===== src/rtl/blu_pkg.sv =====
// blu_pkg: shared op-code and FSM state types plus default sizing
// for the chunked bitwise logic unit.
package blu_pkg;

  localparam int DEF_WIDTH = 32;
  localparam int DEF_CHUNK = 8;

  typedef enum logic [2:0] {
    OP_OR   = 3'b000,
    OP_AND  = 3'b001,
    OP_XOR  = 3'b010,
    OP_NOR  = 3'b011,
    OP_ORN  = 3'b100,
    OP_CPOP = 3'b101
  } op_e;

  typedef enum logic [1:0] {
    IDLE,
    BUSY,
    DONE
  } state_e;

  function automatic logic op_legal(input logic [2:0] op);
    return op < 3'b110;
  endfunction

endpackage


===== src/rtl/blu_chunk_alu.sv =====
// blu_chunk_alu: one CHUNK-wide slice of the logic op (op_i, a_i, b_i)
// -> res_o, plus pop_o = popcount(a_i | b_i) for CPOP accumulation.
module blu_chunk_alu
  import blu_pkg::*;
#(
  parameter int CHUNK = DEF_CHUNK,
  localparam int PW = $clog2(CHUNK + 1)
) (
  input  logic [2:0]       op_i,
  input  logic [CHUNK-1:0] a_i,
  input  logic [CHUNK-1:0] b_i,
  output logic [CHUNK-1:0] res_o,
  output logic [PW-1:0]    pop_o
);

  logic [CHUNK-1:0] ab_or;

  assign ab_or = a_i | b_i;

  always_comb begin
    res_o = '0;
    unique case (1'b1)
      op_i == OP_OR:  res_o = ab_or;
      op_i == OP_AND: res_o = a_i & b_i;
      op_i == OP_XOR: res_o = a_i ^ b_i;
      op_i == OP_NOR: res_o = ~ab_or;
      op_i == OP_ORN: res_o = a_i | ~b_i;
      default:        res_o = '0;
    endcase
  end

  always_comb begin
    pop_o = '0;
    for (int i = 0; i < CHUNK; i++) begin
      pop_o = pop_o + PW'(ab_or[i]);
    end
  end

endmodule


===== src/rtl/bitwise_logic_unit.sv =====
// bitwise_logic_unit: chunk-serial logic unit; a_i/b_i/op_i in on valid_i/ready_o,
// s_o/zero_o/err_o out on valid_o/ready_i, WIDTH/CHUNK cycles per op.
module bitwise_logic_unit
  import blu_pkg::*;
#(
  parameter int WIDTH = DEF_WIDTH,
  parameter int CHUNK = DEF_CHUNK
) (
  input  logic             clk_i,
  input  logic             rst_i,
  input  logic [WIDTH-1:0] a_i,
  input  logic [WIDTH-1:0] b_i,
  input  logic [2:0]       op_i,
  input  logic             valid_i,
  output logic             ready_o,
  output logic [WIDTH-1:0] s_o,
  output logic             zero_o,
  output logic             err_o,
  output logic             valid_o,
  input  logic             ready_i
);

  localparam int N  = WIDTH / CHUNK;
  localparam int CW = (N > 1) ? $clog2(N) : 1;
  localparam int AW = $clog2(WIDTH + 1);
  localparam int PW = $clog2(CHUNK + 1);
  localparam int IW = (WIDTH > 1) ? $clog2(WIDTH) : 1;

  if (WIDTH % CHUNK != 0) begin : g_bad_chunk
    $error("bitwise_logic_unit: WIDTH must be a multiple of CHUNK");
  end

  state_e           state_q;
  state_e           state_d;
  logic [CW-1:0]    cnt_q;
  logic [WIDTH-1:0] a_q;
  logic [WIDTH-1:0] b_q;
  logic [WIDTH-1:0] res_q;
  logic [2:0]       op_q;
  logic [AW-1:0]    acc_q;
  logic [IW-1:0]    off;
  logic [CHUNK-1:0] alu_res;
  logic [PW-1:0]    alu_pop;
  logic [WIDTH-1:0] fin_s;
  logic             accept;
  logic             last;
  logic             deliver;

  assign ready_o = (state_q == IDLE);
  assign accept  = valid_i && ready_o;
  assign last    = (cnt_q == CW'(N - 1));
  assign deliver = valid_o && ready_i;
  assign off     = IW'(cnt_q) * IW'(CHUNK);

  blu_chunk_alu #(
    .CHUNK (CHUNK)
  ) u_alu (
    .op_i  (op_q),
    .a_i   (a_q[off +: CHUNK]),
    .b_i   (b_q[off +: CHUNK]),
    .res_o (alu_res),
    .pop_o (alu_pop)
  );

  always_comb begin
    state_d = state_q;
    unique case (state_q)
      IDLE:    if (valid_i) state_d = BUSY;
      BUSY:    if (last) state_d = DONE;
      DONE:    if (deliver) state_d = IDLE;
      default: state_d = IDLE;
    endcase
  end

  always_comb begin
    fin_s = res_q;
    if (op_q == OP_CPOP) begin
      fin_s = WIDTH'(acc_q);
    end else if (!op_legal(op_q)) begin
      fin_s = '0;
    end
  end

  always_ff @(posedge clk_i) begin
    if (rst_i) begin
      state_q <= IDLE;
    end else begin
      state_q <= state_d;
    end
  end

  // First DONE cycle latches the assembled result onto the outputs;
  // outputs otherwise hold so a stalled consumer sees stable data.
  always_ff @(posedge clk_i) begin
    if (rst_i) begin
      cnt_q   <= '0;
      acc_q   <= '0;
      a_q     <= '0;
      b_q     <= '0;
      op_q    <= '0;
      res_q   <= '0;
      s_o     <= '0;
      zero_o  <= 1'b1;
      err_o   <= 1'b0;
      valid_o <= 1'b0;
    end else begin
      if (accept) begin
        a_q   <= a_i;
        b_q   <= b_i;
        op_q  <= op_i;
        cnt_q <= '0;
        acc_q <= '0;
      end
      if (state_q == BUSY) begin
        res_q[off +: CHUNK] <= alu_res;
        acc_q <= acc_q + AW'(alu_pop);
        cnt_q <= last ? '0 : cnt_q + CW'(1);
      end
      if (state_q == DONE && !valid_o) begin
        s_o     <= fin_s;
        zero_o  <= (fin_s == '0);
        err_o   <= !op_legal(op_q);
        valid_o <= 1'b1;
      end
      if (deliver) begin
        valid_o <= 1'b0;
      end
    end
  end

endmodule


===== config.mk =====
export PLATFORM = sky130hd
export DESIGN_NAME = bitwise_logic_unit
export DESIGN_NICKNAME = d
export VERILOG_FILES = /design/src/rtl/blu_pkg.sv /design/src/rtl/blu_chunk_alu.sv /design/src/rtl/bitwise_logic_unit.sv
export SDC_FILE = /design/constraint.sdc
export NUM_CORES = 1
export LEC_CHECK = 0
export ABC_AREA = 1
export CAP_MARGIN = 20
export CELL_PAD_IN_SITES_DETAIL_PLACEMENT = 0
export CELL_PAD_IN_SITES_GLOBAL_PLACEMENT = 2
export CORE_AREA = 2 2 164 166
export CTS_CLUSTER_DIAMETER = 120
export DETAILED_ROUTE_END_ITERATION = 10
export DIE_AREA = 0 0 166 168
export PLACE_DENSITY = 0.76
export SYNTH_ARGS = -nofsm -noshare
export SYNTH_HDL_FRONTEND = slang
export SYNTH_HIERARCHICAL = 1
export SYNTH_SLANG_ARGS = --single-unit

===== constraint.sdc =====
create_clock -name clk_i -period 5.31 [get_ports clk_i]
set_clock_uncertainty 0.1 [all_clocks]
set_input_delay 1.062 -clock clk_i [delete_from_list [all_inputs] [get_ports clk_i]]
set_output_delay 1.062 -clock clk_i [all_outputs]
set_load 0.02 [all_outputs]

**Word-level counts from Yosys, hierarchy flattened**

Cells that the tools add are included.

- RAM bits: 0
- Bits in read-only memories: 0
- Memories kept: 0
- Latch bits: 0
- Output and inout port bits: 36
- Flip-flop bits (word level): 144
- Input port bits: 71
- Word-level logic and storage cells: 67

- Shift operators: 4
- Multiplexer cells: 13
- $add $sub $neg: 10
- Bitwise logic cells: 6
- Equality and inequality tests: 11
- Multipliers: 0
- Magnitude comparators: 1
- Reduce and logical (&&, ||, !) cells: 11
- Divide/modulo/power cells: 0

Operators with widths:

| kind | number |
|---|---|
| $mux 32 | 2 |
| $shiftx 32x6->8 | 2 |
| $pmux 8 s5 | 1 |
| $bwmux 32 | 1 |
| $logic_not 32->1 | 1 |
| $shift 8x7->32 const A | 1 |
| $shiftx 8x7->32 | 1 |
| $add 4x1->4 | 6 |
| $not 8->8 | 2 |
| $or 8x8->8 | 2 |
| $mux 2 | 6 |
| $mux 6 | 2 |
| $and 8x8->8 | 1 |
| $xor 8x8->8 | 1 |
| $neg 5->7 | 1 |
| $add 6x4->6 | 1 |
| $eq 3x2->1 const B | 2 |
| $eq 3x3->1 const B | 2 |
| $ne 2x2->1 const B | 3 |
| $pmux 2 s3 | 1 |
| $eq 2x2->1 const B | 2 |
| $eq 3x1->1 const B | 1 |
| $logic_and 1x1->1 | 3 |
| $logic_not 3->1 | 1 |
| other kinds (9) | 10 |

**Depth between registers and ports, before layout**

- Word-level depth: 11
- Mapped depth: 25

**Hierarchy**

The synthesis kept the hierarchy.

Modules (own cells, without submodules):

| module | cells each | seq. area each (µm²) | area an instance (µm²) | times used |
|---|---|---|---|---|
| bitwise_logic_unit | 842 | 2,882.8 | 6,137.1 | 1 |
| blu_chunk_alu | 160 | 0.0 | 1,058.5 | 1 |

**Worst setup path before layout**

Ideal clock, no wire load.

- Path kind: reg-to-reg
- Start point: register cnt_q[0]
- End point: register acc_q[3]
- Setup slack: 309 ps
- Period minus slack after synthesis: 5,001 ps
- Library setup time: 132 ps
- Arrival time: 4,768 ps
- Buffers on the path: 2
- Required time: 5,078 ps
- Stages on the path, launching flop included: 24
- Cells stage by stage: dfxtp_1 > buf_2 > inv_2 > clkbuf_1 > nor2_1 > o22ai_1 > inv_1 > ha_1 > fa_1 > inv_1 > fa_1 > inv_1 > fa_1 > inv_1 > ha_1 > inv_1 > fa_1 > xnor2_1 > ha_1 > a21oi_1 > nand2_1 > or2_2 > nand3_1 > a21oi_1

- Cells in the longest elaborated chain, start to end: 11
- Elaborated cells between the ends (all ways): 12
- Classes of those cells: 8 x add/sub; 2 x shift; 1 x mux; 1 x bitwise

Ends and longest elaborated chain:

| item | line | RTL |
|---|---|---|
| start: declaration | bitwise_logic_unit.sv:35 | `logic [CW-1:0] cnt_q;` |
| start signal: assignment | bitwise_logic_unit.sv:117 | `cnt_q <= last ? '0 : cnt_q + CW'(1);` |
| $shiftx 32x6->8 (on tied branches) | bitwise_logic_unit.sv:59, bitwise_logic_unit.sv:60 |  |
| $or 8x8->8 (*) | blu_chunk_alu.sv:18 | `assign ab_or = a_i \| b_i;` |
| $add 1x1->2 | blu_chunk_alu.sv:35 | `pop_o = pop_o + PW'(ab_or[i]);` |
| $add 4x1->4 (5 in series) | blu_chunk_alu.sv:35 |  |
| $add 4x1->4 (*) | blu_chunk_alu.sv:35 |  |
| via alu_pop[2] | bitwise_logic_unit.sv:43 | `logic [PW-1:0] alu_pop;` |
| $add 6x4->6 (*) | bitwise_logic_unit.sv:116 | `acc_q <= acc_q + AW'(alu_pop);` |
| $mux 6 (*) | bitwise_logic_unit.sv:114 | `if (state_q == BUSY) begin` |
| end signal: assignment | bitwise_logic_unit.sv:116 |  |
| end: declaration | bitwise_logic_unit.sv:40 | `logic [AW-1:0] acc_q;` |

The timed path passes the listed nets; every way through them passes the cells marked *.
A chain may end at the register's enable or synchronous reset.

**Final worst setup path**

Same ends and word-level chain as after synthesis.

==> metrics.txt <==
outcome finished clean; crit path cell chain buf_6, o21ai_0, o22ai_1, inv_1, ha_1, fa_1, inv_1, fa_1, inv_1, fa_1, inv_1, ha_1, inv_1, fa_1, xnor2_1, ha_1, a21oi_1, nand2_1, or2_2, nand3_1, a21oi_1; CP Data Required Time 5500 ps; DR vias 6,399; Leak Pwr 3.64 nW; FP Rows 60; slew margin rel. 49.9%; starting density of the core 27.3%; die area 27,900 um2; CTS Buffer Depth 2; Placeable Area 26,400 um2; Slew Viols, Final 0; CTS Root Cell clkbuf_16; flops & latches, synth 144; syn avg cell area 7.18 um2; # Max-Cap Violations 0; Worst path slowest cell fa_1; Max H-tree Level 4; power per cell area 349 nW/um2; clock sinks 144; syn nets 1,115; Fin Hold WS 362 ps; GP Congestion 0.765; vias per cell 4.44; Synth Cell Area 7200 um2; initial antenna violation count 0; maximum clock rate 203 MHz; Critical Path Start Type register; most common cell after layout, fill and taps aside nor2_1; number of global-route vias before repair 6,295; Setup crit end kind register; diodes inserted 0; WL/cell 13.9 um; Switching Power 1.08 mW; area delta synth->final 26.2%; RSZ-0062 raised after global routing false; dpl hpwl 14,900 um; combinational power share 24.5%; setup_tns 0 ps; largest net degree at the start of global routing 72; critical path type register to register; DR iter-0 viols 371; Post-CTS Setup Repair Bufs 0; Worst-Margin Slew 751 ps; final WL 20,100 um; Nets 1,199; Setup-failing EPs final 0; TritonCTS Buffers 17; CTS tree built; sequential power share 37.8%; Final Power 3.17 mW; boundary pin count 107; Sw Share 34.1%; first-pass GRT wire length 33,200 um; layout cell share with drive strength beyond 1 7.19%; CP peak stage delay 540 ps; type of the worst min-delay path register to register; DRC 0; Synth Warn # 6; Internal 2.09 mW; Crit path top cell by count inv_1; Worst Path Arrival 5110 ps; Final period util 92.7%; PortBufs 106; Tot GR Track Use 14.7%; aggregate global routing overflow 0; Die H 168 um; Cell variety after synth 39; worst skew pair latency 420 ps; Clock power frac 37.7%; Reg clk slew, reported paths 70 ps; Final Util 34.5%; Seq/Total Area, Yosys 40.1%; min Tclk post-route 4920 ps; Initial DRT Pass Iterations 5; CP max FO 17; Final Hold Fails 0; die extent in x 166 um; Cells after Synth 1,002; Max VDD drop 0.169 mV; Final ANT Viol Nets 0; highest-count cells in the layout ignoring fill and taps 212 x nor2_1, 144 x dfxtp_1, 126 x nand2_1, 118 x o21ai_0, 105 x clkdlybuf4s50_1
==> synth_stat cells <==
master	instances	area (um2)
fa_1	5	100
o31ai_1	1	7.51
clkbuf_2	1	5.00
buf_6	7	78.8
nor3_4	1	16.3
ha_1	37	463
buf_8	1	15.0
nor2_1	213	800
nand2_1	126	473
nor2_8	1	20.0
buf_1	2	7.51
dfxtp_1	144	2880
inv_1	82	308
a21oi_1	73	365
or3_1	2	12.5
o21a_1	1	7.51
nand2_2	7	43.8
nand4_1	18	113
inv_4	2	12.5
clkbuf_1	29	109
a22oi_1	8	60.1
nor2_4	2	22.5
o211ai_1	5	37.5
clkinv_1	2	7.51
inv_2	4	15.0
nor2_2	3	18.8
buf_2	10	50.1
o22ai_1	16	100
nand3_1	62	310
nor3_2	1	10.0
o21ai_1	1	5.00
nand3b_1	1	7.51
a211oi_1	2	15.0
a31o_2	1	8.76
xnor2_1	1	8.76
or2_2	1	6.26
a21boi_0	1	7.51
o21ai_0	118	591
buf_4	10	75.1
==> cells by family (layout without fill, tap and decap cells) <==
family          after synthesis  in the layout  share of synthesized area [%]
simple gates                438            438                           25.8
compound gates              227            227                           16.7
buf+inv                     150            247                           9.49
flops                       144            144                           40.1
fa+ha+maj                    42             42                           7.82
xor+xnor                      1              1                          0.122
==> routing by layer <==
layer	GRT usage, %	wire length (um)	vias to the layer above
met5	0	0	-
met4	4.16	195	0
met3	2.77	664	14
met2	24.3	9100	115
met1	19.7	10100	2830
li1	-	-	3440
==> cell type report <==
cell class	count	area, um2
Sequential cell	144	2880
Multi-Input combinational cell	708	3640
Clock buffer	17	425
Inverter	90	344
Tap cell	341	427
Clock inverter	15	164
Timing Repair Buffer	125	1200
Fill cell	2831	17300
==> worst paths after layout <==
kind | start | to | slack, ps | depth (start not counted)
max | cnt_q[0] | acc_q[3] | 390 | 21
min reg2reg | s_o[21] | s_o[21] | 360 | 2
max reg2reg | cnt_q[0] | acc_q[3] | 390 | 21
min | s_o[21] | s_o[21] | 360 | 2
==> power by group through the flow <==
stage               Combinational, mW  Clock [mW]  Sequential [mW]
finish                          0.776        1.19             1.20
global route                    0.906        1.28             1.21
CTS                             0.786        1.22             1.20
detailed placement              0.783           0             1.22
global placement                0.783           0             1.22
floorplan                       0.577           0             1.20
==> critical path: cells and delay by family, from the launching register on <==
kind,cells,cell delay (ps)
adders and majority gates,7,2650
xor gates and xnor gates,1,140
buffers and inverters,6,490
DFF,1,430
AOI/OAI and AO/OA,4,510
and+or+nand+nor,3,430
==> registers in the layout (all words and copies together), names as in the netlist <==
register and count:
op_q 3, a_q 32, valid_o 1, cnt_q 2
err_o 1, s_o 32, acc_q 6, b_q 32
state_q 2, res_q 32, zero_o 1
==> stage by stage <==
| stage | area (um2) | setup slack, ps | cells |
|---|---|---|---|
| after CTS | 9070 | 310 | 1440 |
| after floorplan | 7200 | 309 | 1002 |
| after global placement | 8480 | 365 | 1408 |
| after global routing | 9080 | 12.1 | 1440 |
| final | 9080 | 387 | 1440 |
| after detailed placement | 8480 | 279 | 1408 |
==> repair_timing <==
action | 4_1_cts | 5_1_grt
gates resized for setup | 0 | 4
hold buffers | 0 | 0
endpoints found under the setup margin | 0 | 2
Note: power is estimated with default switching activity, not from simulation.
